**config.mk**
```make
export PLATFORM = sky130hd
export DESIGN_NAME = mem_port_arbiter_flat
export DESIGN_NICKNAME = d
export VERILOG_FILES = /design/src/rtl/mem_port_arbiter_pkg.sv /design/src/rtl/mem_port_arbiter_if.sv /design/src/rtl/mem_port_arbiter_resp.sv /design/src/rtl/mem_port_arbiter.sv /design/src/flat_wrapper.sv
export SDC_FILE = /design/constraint.sdc
export NUM_CORES = 1
export LEC_CHECK = 0
export CAP_MARGIN = 20
export CORE_AREA = 2 2 118 120
export DETAILED_ROUTE_END_ITERATION = 7
export DIE_AREA = 0 0 120 122
export PLACE_DENSITY = 0.7
export SLEW_MARGIN = 5
export SYNTH_ARGS = -nofsm -noshare
export SYNTH_HDL_FRONTEND = slang
export SYNTH_SLANG_ARGS = --single-unit
export TNS_END_PERCENT = 30
```
**constraint.sdc**
```tcl
create_clock -name clk -period 2 [get_ports clk]
set_clock_uncertainty 0.05 [all_clocks]
set_input_delay 0.6 -clock clk [delete_from_list [all_inputs] [get_ports clk]]
set_output_delay 0.6 -clock clk [all_outputs]
set_load 0.03 [all_outputs]
```
**src/rtl/mem_port_arbiter_pkg.sv**
```systemverilog
// mem_arb_pkg: shared types and defaults for the memory port arbiter
package mem_arb_pkg;
    typedef enum logic {NORMAL, LOCKED} st_t;
    localparam int PORT_CORE = 0;
    localparam int PORT_DBG = 1;
    localparam int DEF_AW = 32;
    localparam int DEF_DW = 32;
    localparam int DEF_MAX_STARVE = 4;
endpackage

```
**src/rtl/mem_port_arbiter_if.sv**
```systemverilog
// mem_port_arbiter_if: core, debug and memory-side signals of the arbiter
interface mem_port_arbiter_if import mem_arb_pkg::*; #(
    parameter int AW = DEF_AW,
    parameter int DW = DEF_DW
);
    logic c_req;
    logic c_we;
    logic [AW-1:0] c_addr;
    logic [DW-1:0] c_wdata;
    logic c_gnt;
    logic c_rvalid;
    logic [DW-1:0] c_rdata;
    logic d_req;
    logic d_we;
    logic d_lock;
    logic [AW-1:0] d_addr;
    logic [DW-1:0] d_wdata;
    logic d_gnt;
    logic d_rvalid;
    logic [DW-1:0] d_rdata;
    logic mem_we;
    logic [AW-1:0] mem_addr;
    logic [DW-1:0] mem_wdata;
    logic [DW-1:0] mem_rdata;
    modport slave (
        input c_req, c_we, c_addr, c_wdata, d_req, d_we, d_lock, d_addr, d_wdata, mem_rdata,
        output c_gnt, c_rvalid, c_rdata, d_gnt, d_rvalid, d_rdata, mem_we, mem_addr, mem_wdata
    );
    modport master (
        output c_req, c_we, c_addr, c_wdata, d_req, d_we, d_lock, d_addr, d_wdata, mem_rdata,
        input c_gnt, c_rvalid, c_rdata, d_gnt, d_rvalid, d_rdata, mem_we, mem_addr, mem_wdata
    );
endinterface

```
**src/rtl/mem_port_arbiter_resp.sv**
```systemverilog
// mem_arb_resp: registered read response (data held between responses)
module mem_arb_resp import mem_arb_pkg::*; #(
    parameter int DW = DEF_DW
) (
    input logic clk,
    input logic rst,
    input logic rd,
    input logic [DW-1:0] mem_rdata,
    output logic rvalid,
    output logic [DW-1:0] rdata
);
    always_ff @(posedge clk) begin
        if (!rst) begin
            rvalid <= 1'b0;
            rdata <= '0;
        end else begin
            rvalid <= rd;
            if (rd) rdata <= mem_rdata;
        end
    end
endmodule

```
**src/rtl/mem_port_arbiter.sv**
```systemverilog
// mem_port_arbiter: shares one memory port between core and debug with starvation bound and debug lock
module mem_port_arbiter import mem_arb_pkg::*; #(
    parameter int DW = DEF_DW,
    parameter int MAX_STARVE = DEF_MAX_STARVE
) (
    input logic clk,
    input logic rst,
    mem_port_arbiter_if.slave bus
);
    localparam int SW = $clog2(MAX_STARVE + 1);
    st_t st, st_nxt;
    logic [SW-1:0] starve, starve_nxt;
    logic sat, c_gnt, d_gnt;
    logic [1:0] rd, rv;
    logic [DW-1:0] rdt [2];
    assign sat = starve == SW'(MAX_STARVE);
    always_ff @(posedge clk) begin
        if (!rst) begin
            st <= NORMAL;
            starve <= '0;
        end else begin
            st <= st_nxt;
            starve <= starve_nxt;
        end
    end
    // The lock is held while d_lock stays high; a grant in the releasing cycle still happens.
    always_comb begin
        d_gnt = st == LOCKED ? bus.d_req : bus.d_req && (sat || !bus.c_req);
        c_gnt = st == NORMAL && bus.c_req && !(bus.d_req && sat);
        st_nxt = (st == LOCKED || d_gnt) && bus.d_lock ? LOCKED : NORMAL;
        starve_nxt = (!bus.d_req || d_gnt) ? '0 : (c_gnt && !sat) ? starve + 1'b1 : starve;
    end
    assign bus.c_gnt = c_gnt;
    assign bus.d_gnt = d_gnt;
    assign bus.mem_we = c_gnt ? bus.c_we : d_gnt && bus.d_we;
    assign bus.mem_addr = c_gnt ? bus.c_addr : d_gnt ? bus.d_addr : '0;
    assign bus.mem_wdata = c_gnt ? bus.c_wdata : d_gnt ? bus.d_wdata : '0;
    assign rd[PORT_CORE] = c_gnt && !bus.c_we;
    assign rd[PORT_DBG] = d_gnt && !bus.d_we;
    for (genvar g = 0; g < 2; g++) begin : g_resp
        mem_arb_resp #(.DW(DW)) u_resp (
            .clk(clk),
            .rst(rst),
            .rd(rd[g]),
            .mem_rdata(bus.mem_rdata),
            .rvalid(rv[g]),
            .rdata(rdt[g])
        );
    end
    assign bus.c_rvalid = rv[PORT_CORE];
    assign bus.c_rdata = rdt[PORT_CORE];
    assign bus.d_rvalid = rv[PORT_DBG];
    assign bus.d_rdata = rdt[PORT_DBG];
endmodule

```
**src/flat_wrapper.sv**
```systemverilog
// flat-port wrapper written by rule: the top's interface ports become plain ports
module mem_port_arbiter_flat import mem_arb_pkg::*;
#(
    parameter int DW = DEF_DW,
    parameter int MAX_STARVE = DEF_MAX_STARVE
)
  (clk, rst, bus_c_req, bus_c_we, bus_c_addr, bus_c_wdata, bus_d_req, bus_d_we, bus_d_lock, bus_d_addr, bus_d_wdata, bus_mem_rdata, bus_c_gnt, bus_c_rvalid, bus_c_rdata, bus_d_gnt, bus_d_rvalid, bus_d_rdata, bus_mem_we, bus_mem_addr, bus_mem_wdata);
  mem_port_arbiter_if #(.DW(DW)) bus_i ();
  input logic clk;
  input logic rst;
  input wire logic [$bits(bus_i.c_req)-1:0] bus_c_req;
  input wire logic [$bits(bus_i.c_we)-1:0] bus_c_we;
  input wire logic [$bits(bus_i.c_addr)-1:0] bus_c_addr;
  input wire logic [$bits(bus_i.c_wdata)-1:0] bus_c_wdata;
  input wire logic [$bits(bus_i.d_req)-1:0] bus_d_req;
  input wire logic [$bits(bus_i.d_we)-1:0] bus_d_we;
  input wire logic [$bits(bus_i.d_lock)-1:0] bus_d_lock;
  input wire logic [$bits(bus_i.d_addr)-1:0] bus_d_addr;
  input wire logic [$bits(bus_i.d_wdata)-1:0] bus_d_wdata;
  input wire logic [$bits(bus_i.mem_rdata)-1:0] bus_mem_rdata;
  output wire logic [$bits(bus_i.c_gnt)-1:0] bus_c_gnt;
  output wire logic [$bits(bus_i.c_rvalid)-1:0] bus_c_rvalid;
  output wire logic [$bits(bus_i.c_rdata)-1:0] bus_c_rdata;
  output wire logic [$bits(bus_i.d_gnt)-1:0] bus_d_gnt;
  output wire logic [$bits(bus_i.d_rvalid)-1:0] bus_d_rvalid;
  output wire logic [$bits(bus_i.d_rdata)-1:0] bus_d_rdata;
  output wire logic [$bits(bus_i.mem_we)-1:0] bus_mem_we;
  output wire logic [$bits(bus_i.mem_addr)-1:0] bus_mem_addr;
  output wire logic [$bits(bus_i.mem_wdata)-1:0] bus_mem_wdata;
  assign bus_i.c_req = bus_c_req;
  assign bus_i.c_we = bus_c_we;
  assign bus_i.c_addr = bus_c_addr;
  assign bus_i.c_wdata = bus_c_wdata;
  assign bus_i.d_req = bus_d_req;
  assign bus_i.d_we = bus_d_we;
  assign bus_i.d_lock = bus_d_lock;
  assign bus_i.d_addr = bus_d_addr;
  assign bus_i.d_wdata = bus_d_wdata;
  assign bus_i.mem_rdata = bus_mem_rdata;
  assign bus_c_gnt = bus_i.c_gnt;
  assign bus_c_rvalid = bus_i.c_rvalid;
  assign bus_c_rdata = bus_i.c_rdata;
  assign bus_d_gnt = bus_i.d_gnt;
  assign bus_d_rvalid = bus_i.d_rvalid;
  assign bus_d_rdata = bus_i.d_rdata;
  assign bus_mem_we = bus_i.mem_we;
  assign bus_mem_addr = bus_i.mem_addr;
  assign bus_mem_wdata = bus_i.mem_wdata;
  mem_port_arbiter #(.DW(DW), .MAX_STARVE(MAX_STARVE)) u_core (.clk(clk), .rst(rst), .bus(bus_i));
endmodule
```
==> reports/qor.txt <==
Placer Congestion - 0.8159
Syn Std Cell Area - 3378 um2
Reg area - 1404 um2
htree depth - 3
CTS tree - built
Leak Pwr - 4.014 nW
CP max stage delay - 0.32 ns
aggregate global routing overflow - 0
final instance area - 8124 um2
HPWL Detailed - 11560 um
CP startpoint kind - flip-flop
io pins - 300
worst-path fanout max - 4
cell family with most CP delay - buffers and inverters
PwrDens - 611.8 nW/um2
failing checks - setup timing
Setup WS post-layout - -0.5464 ns
worst slew pin tran - 0.3854 ns
CTS Buf Count - 9
Seq cells post-synth - 70
crit-path most repeated cell - buf_12
first-pass GRT wire length - 22660 um
fmax - 392.7 MHz
GRT Overall Usage - 20.07%
final routed DRC violation total - 0
iteration count of the initial detailed-routing pass - 4
Period minus WS final - 2.546 ns
DR vias/cell - 4.561
Placeable Area - 13500 um2
RR Endpoint - u_core.g_resp[0].u_resp.rdata[25]$_SDFFE_PN0P_
CP Cell Sequence - inv_2 > ha_4 > nand3_4 > and2_4 > buf_6 > buf_12 > clkbuf_16 > a22o_4 > buf_12
Iter 0 DRT Violations - 97
CTS Root Cell - clkbuf_16
Synth cell types - 24
worst endpoint required time - 1.35 ns
Final Hold Viols - 0
Die Wd - 120 um
area grow syn2layout - 140.5%
final net count - 839
routed wire length - 15650 um
Clk network pwr share - 33.6%
row count - 43
sw frac - 28.00%
CTS max path bufs - 2
Vias - 3900
Layout Utilization - 60.16%
R2R setup slack - 0.43 ns
initial core utilization - 25.02%
DR WL met3 - 1285 um
share of total power in combinational logic - 36.5%
Hold EP - u_core.g_resp[1].u_resp.rdata[21]$_SDFFE_PN0P_
die height - 122 um
most common cell after layout, fill and taps aside - clkdlybuf4s50_1
# port buffers - 299
register area share after synthesis - 41.48%
Worst setup EP type - primary output
Clock Sinks - 70
highest metal used - met4
Post-Syn Instances - 350
Slew HR - 74.27%
vias in the first global route - 4058
CP arrival - 1.90 ns
depth of the worst hold-timing path - 2
wire length on met1 - 5612 um
final period utilization - 127.3%
syn avg cell area - 9.652 um2
path type of the worst setup path - flip-flop to primary output
Reg-to-Reg Start - u_core.starve[0]$_SDFFE_PP0P_
HP Start - u_core.g_resp[1].u_resp.rdata[21]$_SDFFE_PN0P_
Pint - 3.579 mW
Worst Hold Class - flip-flop to flip-flop
Synth warnings - 0
Area after DPL - 7099 um2
share of layout cells above drive strength 1 - 29.48%
clock slew at reported path FFs - 0.05 ns
Skew-Pair Late Insertion Delay - 0.32 ns
slowest library cell on the worst path - dfxtp_2
largest net degree at the start of global routing - 52
fin. max-slew vios - 0
most frequent cells in the layout - clkdlybuf4s50_1, nand2_1, dfxtp_1
area occupied by multi-input gates - 2248 um2
Buf/Inv on CP - 5
status - complete, but fails checks
max-cap violations - 0
post-synthesis net count - 519
initial antenna violation count - 0
DR WL met2 - 8252 um
n_diodes - 0
Die Area - 14640 um2
Reg2Reg Depth - 8
fillers - 1092
unrepaired setup endpoints after global routing - yes
Worst IR Drop VDD - 0.0004751 V
Net Sw Power - 1.392 mW
Final ANT Viol Nets - 0
wire per inst - 18.31 um
cts hold-fix bufs - 0
Flop pwr share - 29.9%
number of setup violations in the final report - 67
-- layer usage --
| metal | vias up | track usage [%] |
|---|---|---|
| met5 | - | 0 |
| met4 | 0 | 7.941 |
| met3 | 31 | 6.273 |
| met2 | 181 | 37.11 |
| met1 | 1813 | 21.13 |
| li1 | 1875 | - |
-- layout make-up --
cell class / count / area share, %
timing repair buffer: 340 / 48.24
inverter: 3 / 0.1386
clock buffer: 12 / 3.034
multi-input combinational: 246 / 27.68
tap: 180 / 2.772
clock inverter: 4 / 0.8625
sequential: 70 / 17.28
-- flip-flops by register name, indices dropped and copies added, names as in the netlist --
register and count:
u_core.g_resp.u_resp.rdata 64, u_core.starve 3, u_core.g_resp.u_resp.rvalid 2, u_core.st 1
-- stage by stage --
step | worst slack (ns) | setup TNS, ns | hold WS [ns] | total power, mW | cells
finish | -0.5464 | -32.19 | 0.4032 | 4.971 | 855
global route | -0.6066 | -36.32 | 0.4220 | 5.151 | 855
CTS | -0.5363 | -32.99 | 0.4078 | 5.026 | 852
detailed placement | -0.7172 | -50.01 | 0.3989 | 3.145 | 819
global placement | -0.6730 | -46.50 | 0.3933 | 3.129 | 819
floorplan | -0.07291 | -2.960 | 0.3673 | 2.308 | 350
-- cells in the mapped netlist, drive strengths merged --
| master | instances | share of area, % |
|---|---|---|
| and2 | 2 | 0.37 |
| buf | 22 | 5.8 |
| nand2 | 98 | 11 |
| o211a | 1 | 0.30 |
| nor2 | 3 | 0.33 |
| a21boi | 2 | 0.56 |
| ha | 2 | 0.74 |
| nand4 | 1 | 0.19 |
| xnor2 | 1 | 0.26 |
| clkbuf | 9 | 1.0 |
| and3 | 1 | 0.19 |
| nor2b | 2 | 0.59 |
| a21oi | 1 | 0.48 |
| nand3 | 1 | 0.15 |
| dfxtp | 70 | 41 |
| nor3b | 1 | 0.37 |
| inv | 3 | 0.33 |
| a22o | 65 | 17 |
| mux2i | 64 | 19 |
| nand2b | 1 | 0.19 |
-- repair_timing --
action,CTS,global route
setup buffers,11,3
pin swaps,11,7
gates resized for setup,112,30
endpoints found under the hold margin,0,0
endpoints found under the setup margin,93,93
cloned,7,1
-- cell families (layout without fill, tap and decap cells) --
kind of cell             after synthesis  count (layout)  synth area share (%)
AO/OA/AOI/OAI                         69              69                 18.19
XOR/XNOR                               1               1                0.2593
adder cells (fa/ha/maj)                2               2                0.7406
buffers and inverters                 34             359                 7.111
flip-flops                            70              70                 41.48
multiplexers                          64              64                 18.96
AND/OR/NAND/NOR                      110             110                 13.26
-- worst register-to-register path: cells and delay by family, from the launching register on --
kind                       cells  cell delay [ns]
buffers and inverters          4             0.54
muxes                          1             0.22
DFF                            1             0.32
and+or+nand+nor                2             0.20
adders and majority gates      1             0.16
-- worst max-delay path by stage --
stage / from / endpoint / slack (ns) / cells past startpoint
floorplan: bus_c_req / bus_mem_addr[0] / -0.07 / 5
global placement: bus_c_req / bus_mem_wdata[7] / -0.67 / 6
detailed placement: bus_c_req / bus_mem_wdata[9] / -0.72 / 6
CTS: u_core.starve[1]$_SDFFE_PP0P_ / bus_mem_addr[18] / -0.54 / 9
global route: u_core.starve[0]$_SDFFE_PP0P_ / bus_mem_addr[14] / -0.61 / 9
finish: u_core.starve[0]$_SDFFE_PP0P_ / bus_mem_addr[14] / -0.55 / 9
-- power by group through the flow --
stage	clock (mW)	sequential, mW	combinational, mW
final	1.67	1.49	1.81
after detailed placement	0	1.52	1.63
after floorplan	0	1.64	0.673
after global routing	1.77	1.49	1.88
after CTS	1.72	1.49	1.81
after global placement	0	1.52	1.61
No activity file was read; power rests on OpenSTA's default activity.
